## src/rtl/unified_mem_arbiter_pkg.sv

```systemverilog
// Shared types and defaults for the unified IF/MEM memory-port arbiter.
// Holds the FSM state encoding, the grant identifiers and the default bus widths.
package mem_arb_pkg;

  localparam int DEF_ADDR_W = 32;
  localparam int DEF_DATA_W = 32;

  typedef enum logic [1:0] {
    IDLE   = 2'd0,
    BUSY_I = 2'd1,
    BUSY_D = 2'd2,
    RESP   = 2'd3
  } state_e;

  typedef enum logic {
    GNT_I = 1'b0,
    GNT_D = 1'b1
  } gnt_e;

endpackage

```

## src/rtl/unified_mem_arbiter_if.sv

```systemverilog
// Memory-side bus of the arbiter: one request/ready handshake carrying a single
// read or byte-enabled write; the arbiter is master, the unified memory is slave.
interface unified_mem_arbiter_if
  import mem_arb_pkg::*;
#(
  parameter int ADDR_W = DEF_ADDR_W,
  parameter int DATA_W = DEF_DATA_W
);

  logic                  mem_req;
  logic                  mem_we;
  logic [ADDR_W-1:0]     mem_addr;
  logic [DATA_W-1:0]     mem_wdata;
  logic [DATA_W/8-1:0]   mem_be;
  logic                  mem_ready;
  logic [DATA_W-1:0]     mem_rdata;

  modport master (
    output mem_req, mem_we, mem_addr, mem_wdata, mem_be,
    input  mem_ready, mem_rdata
  );

  modport slave (
    input  mem_req, mem_we, mem_addr, mem_wdata, mem_be,
    output mem_ready, mem_rdata
  );

endinterface

```

## src/rtl/arb_grant_sel.sv

```systemverilog
// Grant decision taken in IDLE: data normally wins, but a fetch that has been
// waiting behind a data transaction is served next so IF cannot be starved.
module arb_grant_sel (
  input  logic if_req,
  input  logic d_req,
  input  logic flush_f,
  input  logic last_d,
  output logic grant_i,
  output logic grant_d
);

  assign grant_d = d_req & ~(last_d & if_req);
  assign grant_i = ~grant_d & if_req & ~flush_f;

endmodule

```

## src/rtl/unified_mem_arbiter.sv

```systemverilog
// Serialises IF fetches and MEM loads/stores onto one variable-latency memory
// port and returns results as one-cycle valid pulses with matching stall signals.
module unified_mem_arbiter
  import mem_arb_pkg::*;
#(
  parameter int ADDR_W = DEF_ADDR_W,
  parameter int DATA_W = DEF_DATA_W
) (
  input  logic                clk,
  input  logic                rst,

  input  logic                if_req,
  input  logic [ADDR_W-1:0]   if_addr,
  input  logic                flush_f,
  output logic [DATA_W-1:0]   if_rdata,
  output logic                if_valid,
  output logic                stall_f,

  input  logic                d_req,
  input  logic                d_we,
  input  logic [ADDR_W-1:0]   d_addr,
  input  logic [DATA_W-1:0]   d_wdata,
  input  logic [DATA_W/8-1:0] d_be,
  output logic [DATA_W-1:0]   d_rdata,
  output logic                d_valid,
  output logic                stall_m,

  unified_mem_arbiter_if.master mbus
);

  state_e              state_q, state_d;
  logic                last_d_q, last_d_d;
  logic                drop_q, drop_d;
  logic                mem_req_q, mem_req_d;
  logic                mem_we_q, mem_we_d;
  logic [ADDR_W-1:0]   mem_addr_q, mem_addr_d;
  logic [DATA_W-1:0]   mem_wdata_q, mem_wdata_d;
  logic [DATA_W/8-1:0] mem_be_q, mem_be_d;
  logic [DATA_W-1:0]   if_rdata_q, if_rdata_d;
  logic [DATA_W-1:0]   d_rdata_q, d_rdata_d;
  logic                if_valid_q, if_valid_d;
  logic                d_valid_q, d_valid_d;

  logic                grant_i, grant_d;
  gnt_e                gnt_sel;

  arb_grant_sel u_grant_sel (
    .if_req  (if_req),
    .d_req   (d_req),
    .flush_f (flush_f),
    .last_d  (last_d_q),
    .grant_i (grant_i),
    .grant_d (grant_d)
  );

  assign gnt_sel = grant_d ? GNT_D : GNT_I;

  always_comb begin
    // NOTE: every _d starts as a copy of its _q so no path through the case
    // leaves a signal unassigned, which would otherwise infer a latch.
    state_d     = state_q;
    last_d_d    = last_d_q;
    drop_d      = drop_q;
    mem_req_d   = mem_req_q;
    mem_we_d    = mem_we_q;
    mem_addr_d  = mem_addr_q;
    mem_wdata_d = mem_wdata_q;
    mem_be_d    = mem_be_q;
    if_rdata_d  = if_rdata_q;
    d_rdata_d   = d_rdata_q;
    if_valid_d  = 1'b0;
    d_valid_d   = 1'b0;

    case (state_q)
      IDLE: begin
        if (grant_d || grant_i) begin
          state_d     = (gnt_sel == GNT_D) ? BUSY_D : BUSY_I;
          last_d_d    = (gnt_sel == GNT_D);
          mem_req_d   = 1'b1;
          mem_we_d    = (gnt_sel == GNT_D) && d_we;
          mem_addr_d  = (gnt_sel == GNT_D) ? d_addr : if_addr;
          mem_wdata_d = (gnt_sel == GNT_D) ? d_wdata : '0;
          mem_be_d    = (gnt_sel == GNT_D) ? d_be : '0;
        end
      end

      BUSY_I: begin
        // A flushed fetch still runs to completion on the memory; only its result is dropped.
        if (flush_f) begin
          drop_d = 1'b1;
        end
        if (mem_req_q && mbus.mem_ready) begin
          mem_req_d  = 1'b0;
          mem_we_d   = 1'b0;
          if_rdata_d = mbus.mem_rdata;
          if_valid_d = !(drop_q || flush_f);
          state_d    = RESP;
        end
      end

      BUSY_D: begin
        if (mem_req_q && mbus.mem_ready) begin
          mem_req_d = 1'b0;
          mem_we_d  = 1'b0;
          if (!mem_we_q) begin
            d_rdata_d = mbus.mem_rdata;
          end
          d_valid_d = 1'b1;
          state_d   = RESP;
        end
      end

      RESP: begin
        drop_d  = 1'b0;
        state_d = IDLE;
      end

      default: state_d = IDLE;
    endcase
  end

  always_ff @(posedge clk) begin
    // NOTE: state registers use non-blocking assignments so every flop samples
    // the pre-edge value of the others, independent of statement order.
    if (rst) begin
      state_q     <= IDLE;
      last_d_q    <= 1'b0;
      drop_q      <= 1'b0;
      mem_req_q   <= 1'b0;
      mem_we_q    <= 1'b0;
      mem_addr_q  <= '0;
      mem_wdata_q <= '0;
      mem_be_q    <= '0;
      if_rdata_q  <= '0;
      d_rdata_q   <= '0;
      if_valid_q  <= 1'b0;
      d_valid_q   <= 1'b0;
    end else begin
      state_q     <= state_d;
      last_d_q    <= last_d_d;
      drop_q      <= drop_d;
      mem_req_q   <= mem_req_d;
      mem_we_q    <= mem_we_d;
      mem_addr_q  <= mem_addr_d;
      mem_wdata_q <= mem_wdata_d;
      mem_be_q    <= mem_be_d;
      if_rdata_q  <= if_rdata_d;
      d_rdata_q   <= d_rdata_d;
      if_valid_q  <= if_valid_d;
      d_valid_q   <= d_valid_d;
    end
  end

  assign mbus.mem_req   = mem_req_q;
  assign mbus.mem_we    = mem_we_q;
  assign mbus.mem_addr  = mem_addr_q;
  assign mbus.mem_wdata = mem_wdata_q;
  assign mbus.mem_be    = mem_be_q;

  assign if_rdata = if_rdata_q;
  assign d_rdata  = d_rdata_q;
  assign d_valid  = d_valid_q;

  // A redirect arriving in the response cycle itself must still kill the fetch pulse.
  assign if_valid = if_valid_q & ~flush_f;

  assign stall_f = if_req & ~if_valid;
  assign stall_m = d_req & ~d_valid_q;

endmodule

```

## src/flat_wrapper.sv

```systemverilog
// flat-port wrapper written by rule: the top's interface ports become plain ports
module unified_mem_arbiter_flat import mem_arb_pkg::*;
#(
  parameter int ADDR_W = DEF_ADDR_W,
  parameter int DATA_W = DEF_DATA_W
)
  (clk, rst, if_req, if_addr, flush_f, if_rdata, if_valid, stall_f, d_req, d_we, d_addr, d_wdata, d_be, d_rdata, d_valid, stall_m, mbus_mem_req, mbus_mem_we, mbus_mem_addr, mbus_mem_wdata, mbus_mem_be, mbus_mem_ready, mbus_mem_rdata);
  unified_mem_arbiter_if #(.ADDR_W(ADDR_W), .DATA_W(DATA_W)) mbus_i ();
  input  logic clk;
  input  logic rst;
  input  logic if_req;
  input  logic [ADDR_W-1:0] if_addr;
  input  logic flush_f;
  output logic [DATA_W-1:0] if_rdata;
  output logic if_valid;
  output logic stall_f;
  input  logic d_req;
  input  logic d_we;
  input  logic [ADDR_W-1:0] d_addr;
  input  logic [DATA_W-1:0] d_wdata;
  input  logic [DATA_W/8-1:0] d_be;
  output logic [DATA_W-1:0] d_rdata;
  output logic d_valid;
  output logic stall_m;
  output wire logic [$bits(mbus_i.mem_req)-1:0] mbus_mem_req;
  output wire logic [$bits(mbus_i.mem_we)-1:0] mbus_mem_we;
  output wire logic [$bits(mbus_i.mem_addr)-1:0] mbus_mem_addr;
  output wire logic [$bits(mbus_i.mem_wdata)-1:0] mbus_mem_wdata;
  output wire logic [$bits(mbus_i.mem_be)-1:0] mbus_mem_be;
  input wire logic [$bits(mbus_i.mem_ready)-1:0] mbus_mem_ready;
  input wire logic [$bits(mbus_i.mem_rdata)-1:0] mbus_mem_rdata;
  assign mbus_mem_req = mbus_i.mem_req;
  assign mbus_mem_we = mbus_i.mem_we;
  assign mbus_mem_addr = mbus_i.mem_addr;
  assign mbus_mem_wdata = mbus_i.mem_wdata;
  assign mbus_mem_be = mbus_i.mem_be;
  assign mbus_i.mem_ready = mbus_mem_ready;
  assign mbus_i.mem_rdata = mbus_mem_rdata;
  unified_mem_arbiter #(.ADDR_W(ADDR_W), .DATA_W(DATA_W)) u_core (.clk(clk), .rst(rst), .if_req(if_req), .if_addr(if_addr), .flush_f(flush_f), .if_rdata(if_rdata), .if_valid(if_valid), .stall_f(stall_f), .d_req(d_req), .d_we(d_we), .d_addr(d_addr), .d_wdata(d_wdata), .d_be(d_be), .d_rdata(d_rdata), .d_valid(d_valid), .stall_m(stall_m), .mbus(mbus_i));
endmodule
```

## config.mk

```make
export PLATFORM = sky130hd
export DESIGN_NAME = unified_mem_arbiter_flat
export DESIGN_NICKNAME = d
export VERILOG_FILES = /design/src/rtl/unified_mem_arbiter_pkg.sv /design/src/rtl/unified_mem_arbiter_if.sv /design/src/rtl/arb_grant_sel.sv /design/src/rtl/unified_mem_arbiter.sv /design/src/flat_wrapper.sv
export SDC_FILE = /design/constraint.sdc
export NUM_CORES = 1
export LEC_CHECK = 0
export ABC_CLOCK_PERIOD_IN_PS = 1400
export CAP_MARGIN = 20
export CORE_MARGIN = 5
export CORE_UTILIZATION = 35
export DETAILED_ROUTE_END_ITERATION = 12
export GPL_TIMING_DRIVEN = 0
export PLACE_DENSITY = 0.8
export SYNTH_ARGS = -nofsm -noshare
export SYNTH_HDL_FRONTEND = slang
export SYNTH_SLANG_ARGS = --single-unit
```

## constraint.sdc

```tcl
create_clock -name clk -period 1.4 [get_ports clk]
set_input_delay 0.14 -clock clk [delete_from_list [all_inputs] [get_ports clk]]
set_output_delay 0.14 -clock clk [all_outputs]
set_load 0.005 [all_outputs]
```

======== Word level (Yosys, flattened, before mapping) ========
Index checks and enable logic that the tools add are counted.
storage, ports and cells
  register bits after elaboration ......... 140
  RAM bits ................................ 0
  bits in read-only memories .............. 0
  bits in latches ......................... 0
  input bits .............................. 139
  logic and storage cells ................. 67
  memories kept ........................... 0
  output and inout bits ................... 138
operators by class
  mux-type cells .......................... 16
  order comparisons ....................... 0
  $add $sub $neg .......................... 0
  shift operators ......................... 0
  $mul .................................... 0
  div/mod/pow operators ................... 0
  reductions and logical operators ........ 17
  bitwise gates (word level) .............. 16
  eq/ne operators ......................... 6
operator list
  kind                                                             number
  32-bit two-way mux                                               2
  1-bit NOT                                                        9
  2-bit AND reduction                                              4
  1-bit AND                                                        7
  1-bit two-way mux                                                6
  2-bit two-way mux                                                3
  1-bit one-hot mux with 2 select lines                            3
  2-bit one-hot mux with 3 select lines                            1
  3-bit AND reduction                                              2
  2-bit == test, second input constant                             2
  4-bit two-way mux                                                1
  2-bit by 1-bit != test with 1-bit output, second input constant  2
  2-bit nonzero test                                               2
  2-bit OR reduction                                               2
  3-bit OR reduction                                               1
  2-bit by 1-bit == test with 1-bit output, second input constant  1
  1-bit logical AND                                                2
  2-bit zero test                                                  1
  1-bit logical OR                                                 2
  2-bit != test, second input constant                             1
  1-bit zero test                                                  1

======== Longest topological paths before layout ========
Gate-level depths: netlist (run 1).
  depth in word-level cells ............... 9
  depth in mapped cells ................... 8
  depth with buffers taken out ............ 6

======== Cells and area by module ========
Synthesis (run 1) repeated with hierarchy kept, for this count alone.
second synthesis, totals
  cells, all modules ...................... 638
  area total of the unflattened synthesis .. 5447.7 µm²
by module, submodules not included
  module               seq. area each (µm²)  area each (µm²)  instances  cells an instance
  unified_mem_arbiter  2802.7                5421.4           1          635
  arb_grant_sel        0.0                   26.3             1          3

======== Worst setup path before layout (run 1) ========
OpenSTA, ideal clock, no wires.
  path kind ............................... flip-flop to flip-flop
  start ................................... register u_core.state_q[0]
  end ..................................... register u_core.state_q[0]
  stages on the path, launching flop included .. 7
  setup time .............................. 0.128 ns
  clock period less this slack ............ 1.527 ns
  setup slack ............................. -0.127 ns
  buffers on the path ..................... 0
  arrival ................................. 1.399 ns
  data required time ...................... 1.272 ns
  cells stage by stage .................... dfxtp_1 inv_1 ha_1 a21boi_0 a31oi_1 mux2i_1 nor2_1
on the way
  cells in the longest elaborated chain, start to end .. 4
  elaborated cells on any way between the ends .. 9
  classes of those cells .................. eq/ne (5); mux (1); reduce/logical (3)
ends and longest elaborated chain
  item                                                                              line                        source
  start: declaration                                                                unified_mem_arbiter.sv:31   state_e state_q, state_d;
  start signal: assignment                                                          unified_mem_arbiter.sv:139  state_q <= state_d;
  2-bit by 1-bit == test with 1-bit output / 2-bit == test (equally long branches)  unified_mem_arbiter.sv:74   case (state_q)
  2-bit OR reduction (no line)                                                      --
  2-bit by 1-bit != test with 1-bit output (no line)                                --
  2-bit AND reduction (no line)                                                     --
Parallel ways exist; a longest one is shown, timed or not.
A chain may end at the register's enable or synchronous reset.

======== Final worst setup path (run 1) ========
  start ................................... register u_core.state_q[0]
  end ..................................... register u_core.mem_be_q[1], in the netlist u_core.mbus.mem_be[1]
on the way
  cells in the longest elaborated chain, start to end .. 2
ends and longest elaborated chain
  item                           line                        source
  2-bit zero test                unified_mem_arbiter.sv:74
  2-bit AND reduction (no line)  --
  end signal: assignment         unified_mem_arbiter.sv:146  mem_be_q <= mem_be_d;
  end: declaration               unified_mem_arbiter.sv:38   logic [DATA_W/8-1:0] mem_be_q, mem_be_d;
Every way passes these cells.

==> qor.csv, run 1 <==
metric;value;unit
status;finished with violations;
violations;setup timing;
path_cells;inv_4 > ha_4 > a21bo_4 > buf_12 > buf_12 > clkbuf_16 > a22oi_2 > nor2_1;
p_sw;5.38;mW
cap_violations;0;
synthesis.area;5220;um2
vias;5797;
ys_seq_elements;140;
dp.cells;1088;
relSlewSlack;54.9;%
groute.usage.overall;22.2;%
setup_viol;102;
dp_hpwl;14.2;mm
rsz0062_at_grt;true;
fill_cells;1115;
synth_compound_area_share;23.6;%
final_layout_size_suffix_gt1_share;26.2;%
die_w;132;um
portBuffers;275;
min-delay-start;if_addr[18];
avgRoutedWirePerCell;18.0;um
synth_top_family_by_area;compound AO/OA/AOI/OAI gates;
cp_slowest_cell;dfxtp_4;
critPathKind;flip-flop to flip-flop;
cp_num_buf_inv;4;
synth-xor-area-share;0;%
hold_viol_final;0;
worst-r2r-setup-slack;-0.17;ns
postSynthCellCount;629;
worst_slew_pin_slew;0.676;ns
async_flop_share;0;%
hp-class;input pin to flip-flop;
clockRootBuffer;clkbuf_16;
ys_seq_area_share;53.7;%
p_total;16.8;mW
stdcell_count;1167;
fin_area;10200;um2
drv_slew;0;
reg2reg_depth;8;
antenna_found_initial;1;
grt_pass1_vias;5870;
power_switching_share;31.9;%
grt_max_degree;17;
crit_family;buffers and inverters;
ys.flop_type;dfxtp_1;
pwr-share-seq;29.9;%
cts_tree;done;
whs;0.273;ns
ant_nets;0;
io_pins;277;
die_h;132;um
most-common-layout-cells;nand2_1, clkdlybuf4s50_1, dfxtp_1;
core_area;14600;um2
crit_arrival;1.86;ns
timing.rr.start;u_core.state_q[0];
drc;0;
worst_path_most_repeated_cell;buf_12;
path_clk_slew;0.06;ns
peakVddDrop;0.000865;V
clk_latency;0.42;ns
synth_fa_ha_area_share;1.20;%
finalWorstSetupSlack;-0.170;ns
yosysWarnings;0;
place.gp.congestion;0.867;
grt_pass1_wl;31.1;mm
area_growth;96.1;%
cts_inserted_buffers;17;
placed_cell_area;8230;um2
final_common_cell;nand2_1;
start_util;35.8;%
leakage;4.55;nW
grt_overflow;0;
whs_path_depth;3;
max_freq;637;MHz
htree_levels;4;
drt-pass1-iter-count;5;
clock_sinks;140;
combPwrFrac;43.7;%
synth_simple_gate_area_share;16.5;%
nets;1114;
diodes;0;
dr.first_iter.drc_count;205;
synth_edf_count;0;
dieArea;17500;um2
clockBufferDepth;2;
synth_area_per_cell;8.30;um2
crit_path_max_incr_delay;0.36;ns
via_per_inst;4.97;
synth_cell_types;33;
p_int;11.5;mW
post-route-min-period;1.57;ns
power_frac_clock;26.4;%
p_per_area;1640;nW/um2
crit_fanout;6;
skew;0.00835;ns
worstSetupEndpointType;flip-flop;
syn_nets;773;
r2r_end;u_core.mbus.mem_be[1];
worstPathRequired;1.69;ns
wirelength;21.1;mm
synthMuxAreaShare;0.383;%
rows;44;
fin_crit_sh;112;%
holdPathEnd;u_core.mbus.mem_addr[18];
start_kind;flip-flop;
postLayoutCoreUtil;70.2;%
[Yosys cell counts (4+ instances only)]
master,n,area share [%]
buf_2,12,1.2
o21ai_0,29,2.8
nor2_1,41,2.9
dfxtp_1,140,54
inv_1,4,0.29
nand2_1,163,12
ha_1,5,1.2
a22oi_1,26,3.7
o21ai_1,5,0.48
clkbuf_1,33,2.4
a22oi_2,10,2.4
a21oi_1,132,13
[cells by family after synthesis]
logic type | Yosys count
buffers and inverters | 53
muxes | 2
adders and majority gates | 5
and+or+nand+nor | 218
AOI/OAI and AO/OA | 211
DFF | 140
[per-layer routing]
layer  share of wire, %  vias up  track usage, %
li1                   -     2825               -
met1                 39     2709            24.7
met2                 51      235            39.0
met3                8.3       26            8.36
met4                1.6        2            7.54
met5              0.062        -               0
[metrics by stage]
| step | setup WS, ns | TNS, ns |
|---|---|---|
| 6_report | -0.170 | -7.95 |
| 5_1_grt | -0.216 | -15.62 |
| 4_1_cts | -0.161 | -7.31 |
| 3_5_place_dp | -0.705 | -70.69 |
| 3_3_place_gp | -0.676 | -66.36 |
| 2_1_floorplan | -0.0164 | -0.165 |
[power by group through the flow]
stage	clock [mW]	combinational, mW	sequential, mW
after floorplan	0	2.23	5.05
after global placement	0	4.48	5.01
after detailed placement	0	4.53	5.03
after CTS	4.50	6.73	5.00
after global routing	4.67	7.84	5.10
final	4.45	7.36	5.03
[worst min-delay path: stages]
cell,delay [ns]
clkdlybuf4s50_1,0.39
nand2_1,0.05
a21oi_1,0.05
[cell type report]
cell class	instances	area, um2	area share, %
inverters	4	20.0	0.196
clock inverters	14	145	1.42
plain buffers	44	460	4.50
well taps	184	230	2.25
flip-flops and latches	140	2820	27.6
repair buffers	327	3330	32.5
multi-input cells	436	2800	27.3
clock buffers	18	439	4.29
[worst max-delay path by stage]
stage / start / endpoint / cells after the start
floorplan: u_core.last_d_q / u_core.mbus.mem_wdata[24] / 8
global placement: if_req / u_core.mbus.mem_addr[2] / 7
detailed placement: if_req / u_core.mbus.mem_addr[4] / 7
CTS: u_core.last_d_q / u_core.mbus.mem_be[1] / 8
global route: u_core.state_q[0] / u_core.mbus.mem_be[1] / 8
finish: u_core.state_q[0] / u_core.mbus.mem_be[1] / 8
[state kept, by name, summed over array words and instances, names as in the netlist]
name,cells
u_core.if_valid_q,1
u_core.mbus.mem_wdata,32
u_core.mbus.mem_be,4
u_core.drop_q,1
u_core.last_d_q,1
u_core.mbus.mem_we,1
u_core.state_q,2
u_core.mbus.mem_req,1
u_core.mbus.mem_addr,32
u_core.if_rdata,32
u_core.d_rdata,32
u_core.d_valid,1
[what timing repair did]
action,4_1_cts,5_1_grt
setup buffers,26,13
hold buffers,0,0
cloned,9,5
setup endpoints to repair,255,154
resized for setup,306,111
pin swaps,27,20
No activity file was read; power rests on OpenSTA's default activity.
==> run 2, diff against run 1 <==
Settings changed: SKIP_CTS_REPAIR_TIMING set to 1.
==> run 2 against run 1 <==
The run still ends with setup timing left; highest routed layer is now met4; combinational power fell by 4.5%; critical path type unchanged; core utilization grew 1.2 points; cell count down 0.77%; sequential share of layout area is 0.33 points lower; flip-flop and latch count did not move; design area rose by 1.7%; total power down 1.6%; non-clock buffer count shrank 9.
==> qor.csv, run 2 (synthesis gave the netlist of run 1 again) <==
metric;value;unit;change
crit_fanout;8;;+2
grt_pass1_wl;28.8;mm;-7.3%
groute.usage.overall;20.5;%;-1.8 points
clock_sinks;140;;unchanged
setup_viol;102;;unchanged
place.gp.congestion;0.867;;unchanged
finalWorstSetupSlack;-0.221;ns;-0.0513 ns
skew;0.00813;ns;-0.000223 ns
grt_pass1_vias;5442;;-7.3%
core_area;14600;um2;unchanged
dieArea;17500;um2;unchanged
worstPathRequired;1.68;ns;about the same
avgRoutedWirePerCell;18.2;um;+0.67%
post-route-min-period;1.62;ns;+0.0513 ns
crit_arrival;1.91;ns;+0.05 ns
rsz0062_at_grt;true;;
path_clk_slew;0.06;ns;about the same
antenna_found_initial;0;;-1
drv_slew;0;;unchanged
hold_viol_final;0;;unchanged
clockRootBuffer;clkbuf_16;;
die_h;132;um;unchanged
die_w;132;um;unchanged
dr.first_iter.drc_count;198;;-3.4%
clk_latency;0.41;ns;about the same
max_freq;617;MHz;-3.2%
drt-pass1-iter-count;4;;-1
status;finished with violations;;
fin_crit_sh;116;%;+3.7 points
violations;setup timing;;
rows;44;;unchanged
ant_nets;0;;unchanged
diodes;0;;unchanged
cap_violations;0;;unchanged
stdcell_count;1158;;-0.77%
area_growth;99.4;%;
vias;5799;;+0.035%
nets;1105;;-0.81%
p_per_area;1590;nW/um2;-3.2%
most-common-layout-cells;nand2_1, clkdlybuf4s50_1, dlymetal6s2s_1;;
grt_overflow;0;;unchanged
worst_slew_pin_slew;0.725;ns;+0.0484 ns
start_util;35.8;%;unchanged
final_layout_size_suffix_gt1_share;26.3;%;+0.037 points
whs;0.267;ns;-0.00561 ns
start_kind;flip-flop;;
portBuffers;275;;unchanged
cts_inserted_buffers;17;;unchanged
dp.cells;1088;;unchanged
dp_hpwl;14.2;mm;unchanged
hp-class;input pin to flip-flop;;
drc;0;;unchanged
relSlewSlack;51.7;%;-3.2 points
io_pins;277;;unchanged
clockBufferDepth;2;;unchanged
place_ws;-0.705;ns;unchanged
leakage;5.94;nW;+31%
grt_max_degree;17;;unchanged
peakVddDrop;0.000852;V;-1.5%
critPathKind;flip-flop to flip-flop;;
worstSetupEndpointType;flip-flop;;
cts_tree;done;;
wirelength;21.0;mm;-0.10%
htree_levels;4;;unchanged
via_per_inst;5.01;;+0.81%
final_common_cell;nand2_1;;
[run 2: cell types whose count changed in the layout (fill, tap and decap cells not counted), moves of 12 or more]
cell	change
a21oi_2	-12
dlygate4sd2_1	-122
buf_6	+13
o21ai_2	+21
buf_4	-13
dlymetal6s2s_1	+118
o21ai_1	-15
a21oi_1	+21
[run 2: routing by layer]
metal	GRT usage (%)	share of wire (%)	wire length (um)	up-vias
li1	-	-	-	2810
met1	23.1	39	8170	2726
met2	34.8	51	10800	232
met3	8.59	8.0	1680	31
met4	7.03	1.9	406	0
met5	0	0	0	-
[run 2: final timing paths]
check	start	to	slack (ns)	cells after the start
max	u_core.last_d_q	u_core.mbus.mem_wdata[25]	-0.22	8
max reg2reg	u_core.last_d_q	u_core.mbus.mem_wdata[25]	-0.22	8
min reg2reg	u_core.drop_q	u_core.if_valid_q	0.44	1
min	if_addr[13]	u_core.mbus.mem_addr[13]	0.27	3
[run 2: area by class of cell]
class / instances / area (um2)
multi-input cells: 436 / 2720
clock buffers: 18 / 439
clock inverters: 14 / 145
flip-flops and latches: 140 / 2840
repair buffers: 313 / 3570
plain buffers: 49 / 452
inverters: 4 / 20.0
well taps: 184 / 230
fillers: 1057 / 4180
[run 2: through the flow]
| step | util [%] | power, mW | area [um2] | setup TNS [ns] |
|---|---|---|---|---|
| 6_report | 71.4 | 16.6 | 10400 | -11.48 |
| 5_1_grt | 71.4 | 17.4 | 10400 | -18.89 |
| 4_1_cts | 60.4 | 14.0 | 8810 | -36.68 |
| 3_5_place_dp | 56.4 | 9.56 | 8230 | -70.69 |
| 3_3_place_gp | 56.4 | 9.48 | 8230 | -66.36 |
| 2_1_floorplan | - | 7.28 | 5250 | -0.165 |
[run 2: report_power, final]
group | total [mW] | leakage, nW | internal [mW] | switching (mW)
registers | 5.11 | 1.15 | 4.65 | 0.464
logic | 7.03 | 4.50 | 3.97 | 3.06
clock network | 4.43 | 0.290 | 2.67 | 1.76
[run 2: worst max-delay path, stage by stage, from the launching register on]
cell,delay [ns]
dfxtp_2,0.33
a21bo_1,0.20
buf_6,0.13
a21bo_1,0.19
buf_8,0.16
buf_12,0.15
clkbuf_16,0.15
a22oi_2,0.14
nor2_1,0.05
==> run 3, diff against run 2 <==
Settings changed: MAX_ROUTING_LAYER set to met4, SLEW_MARGIN set to 20.
==> run 3 against run 2 <==
The run still ends with setup timing left; global-route usage rose by 0.60 points; worst setup slack hardly changed; cell count is 0.69% lower; non-clock buffer count down 8; maximum frequency barely moved; critical path depth unchanged; routed wire length rose by 2.5%; largest power group unchanged; total power decreased by 2.6%; combinational power shrank 5.5%; critical path type unchanged; sequential power shrank 1%; via count rose by 1.2%.
==> qor.csv, run 3 (synthesis gave the netlist of run 1 again) <==
metric;value;unit;change
rsz0062_at_grt;true;;
dr.first_iter.drc_count;237;;+20%
leakage;6.03;nW;+1.5%
relSlewSlack;47.8;%;-3.9 points
die_h;132;um;unchanged
top_usage_layer;met2;;
via_per_inst;5.11;;+1.9%
whs;0.274;ns;+0.00677 ns
clockRootBuffer;clkbuf_16;;
regArea;2840;um2;unchanged
use_met1;24.6;%;+1.5 points
postLayoutCoreUtil;72.4;%;+1.0 points
vias;5871;;+1.2%
most-common-layout-cells;clkdlybuf4s50_1, dlymetal6s2s_1, nand2_1;;
min-delay-start;if_addr[13];;
worstSetupEndpointType;flip-flop;;
place.gp.congestion;0.881;;+1.6%
grt_pass1_vias;5475;;+0.61%
hp-class;input pin to flip-flop;;
cp-startpoint;u_core.state_q[0];;
critPathKind;flip-flop to flip-flop;;
grt_overflow;0;;unchanged
wirelength;21.6;mm;+2.5%
grt_util_met3;6.22;%;-2.4 points
die_w;132;um;unchanged
worst_slew_pin_slew;0.783;ns;+0.0582 ns
avgRoutedWirePerCell;18.8;um;+3.2%
clock_sinks;140;;unchanged
path_clk_slew;0.06;ns;about the same
grt_max_degree;17;;unchanged
ant_nets;0;;unchanged
io_pins;277;;unchanged
rows;44;;unchanged
crit_path_max_incr_delay;0.37;ns;+0.04 ns
portBuffers;275;;unchanged
final_layout_size_suffix_gt1_share;28.3;%;+2.0 points
dp_hpwl;14.2;mm;unchanged
drt-pass1-iter-count;4;;unchanged
area_growth;102;%;
p_per_area;1530;nW/um2;-4.0%
htree_levels;4;;unchanged
status;finished with violations;;
stdcell_count;1150;;-0.69%
worstPathRequired;1.73;ns;+0.05 ns
dp.cells;1088;;unchanged
fill_cells;1029;;-2.6%
crit_arrival;1.95;ns;+0.04 ns
finalWorstSetupSlack;-0.222;ns;-0.000474 ns
cts_inserted_buffers;17;;unchanged
multi_input_area;2960;um2;+8.8%
setup_viol;102;;unchanged
hold_viol_final;0;;unchanged
path_cells;inv_4 > buf_6 > ha_4 > nor3b_4 > buf_6 > clkbuf_16 > nand2_1 > a21oi_2;;
max_freq;617;MHz;about the same
drc;0;;unchanged
core_area;14600;um2;unchanged
post-route-min-period;1.62;ns;+0.000474 ns
worst_path_most_repeated_cell;buf_6;;
nets;1097;;-0.72%
cp_slowest_cell;dfxtp_4;;
globalRouteMet2Util;34.7;%;-0.14 points
cts_tree;done;;
antenna_found_initial;0;;unchanged
final_common_cell;clkdlybuf4s50_1;;
start_kind;flip-flop;;
skew;0.00853;ns;+0.000404 ns
violations;setup timing;;
fin_crit_sh;116;%;about the same
grt_pass1_wl;28.7;mm;-0.43%
peakVddDrop;0.000809;V;-5.1%
clockBufferDepth;2;;unchanged
cap_violations;0;;unchanged
diodes;0;;unchanged
drv_slew;0;;unchanged
groute.usage.overall;21.1;%;+0.60 points
start_util;35.8;%;unchanged
dieArea;17500;um2;unchanged
timing.rr.start;u_core.state_q[0];;
clk_latency;0.41;ns;about the same
place_ws;-0.705;ns;unchanged
setup-tns-final;-12.34;ns;-0.863 ns
crit_fanout;5;;-3
## run 3: cell types whose count changed in the layout (fill, tap and decap cells not counted), moves of 3 or more
cell,change
nand2_4,+25
nand2_2,+3
a21oi_1,-23
a21oi_4,+7
buf_6,-4
buf_12,+3
nand2_1,-28
buf_8,-3
o21ai_0,+24
a21oi_2,+16
o21ai_2,-24
## run 3: power breakdown
group	internal [mW]	switching, mW
Clock	2.67	1.78
Sequential	4.64	0.410
Combinational	3.62	3.02
## run 3: worst max-delay path, delay by kind of cell, from the launching register on
| kind | cells | cell delay (ns) |
|---|---|---|
| and+or+nand+nor | 2 | 0.40 |
| AOI/OAI and AO/OA | 1 | 0.12 |
| adders and majority gates | 1 | 0.13 |
| DFF | 1 | 0.37 |
| buffers and inverters | 4 | 0.51 |
## run 3: layout make-up
type,instances,area share [%]
timing repair buffer,305,32.7
multi-input combinational,436,28.1
sequential,140,26.9
buffer,49,4.47
clock buffer,18,4.16
tap,184,2.18
clock inverter,14,1.37
inverter,4,0.190
## run 3: worst paths after layout
check / to / slack, ns / cells after the start
setup / recovery: u_core.d_rdata[22] / -0.22 / 8
hold / removal: u_core.mbus.mem_addr[13] / 0.27 / 3
setup reg to reg: u_core.d_rdata[22] / -0.22 / 8
hold reg to reg: u_core.if_valid_q / 0.45 / 1
## run 3: metrics by stage
step | area, um2 | power (mW)
4_1_cts | 8810 | 14.0
6_report | 10600 | 16.1
5_1_grt | 10600 | 16.9
3_3_place_gp | 8230 | 9.48
3_5_place_dp | 8230 | 9.56
2_1_floorplan | 5250 | 7.28
## run 3: metal layers
layer,vias to the layer above,share of wire [%]
li1,2783,-
met1,2828,40
met2,236,52
met3,24,6.3
met4,0,1.5
met5,-,0
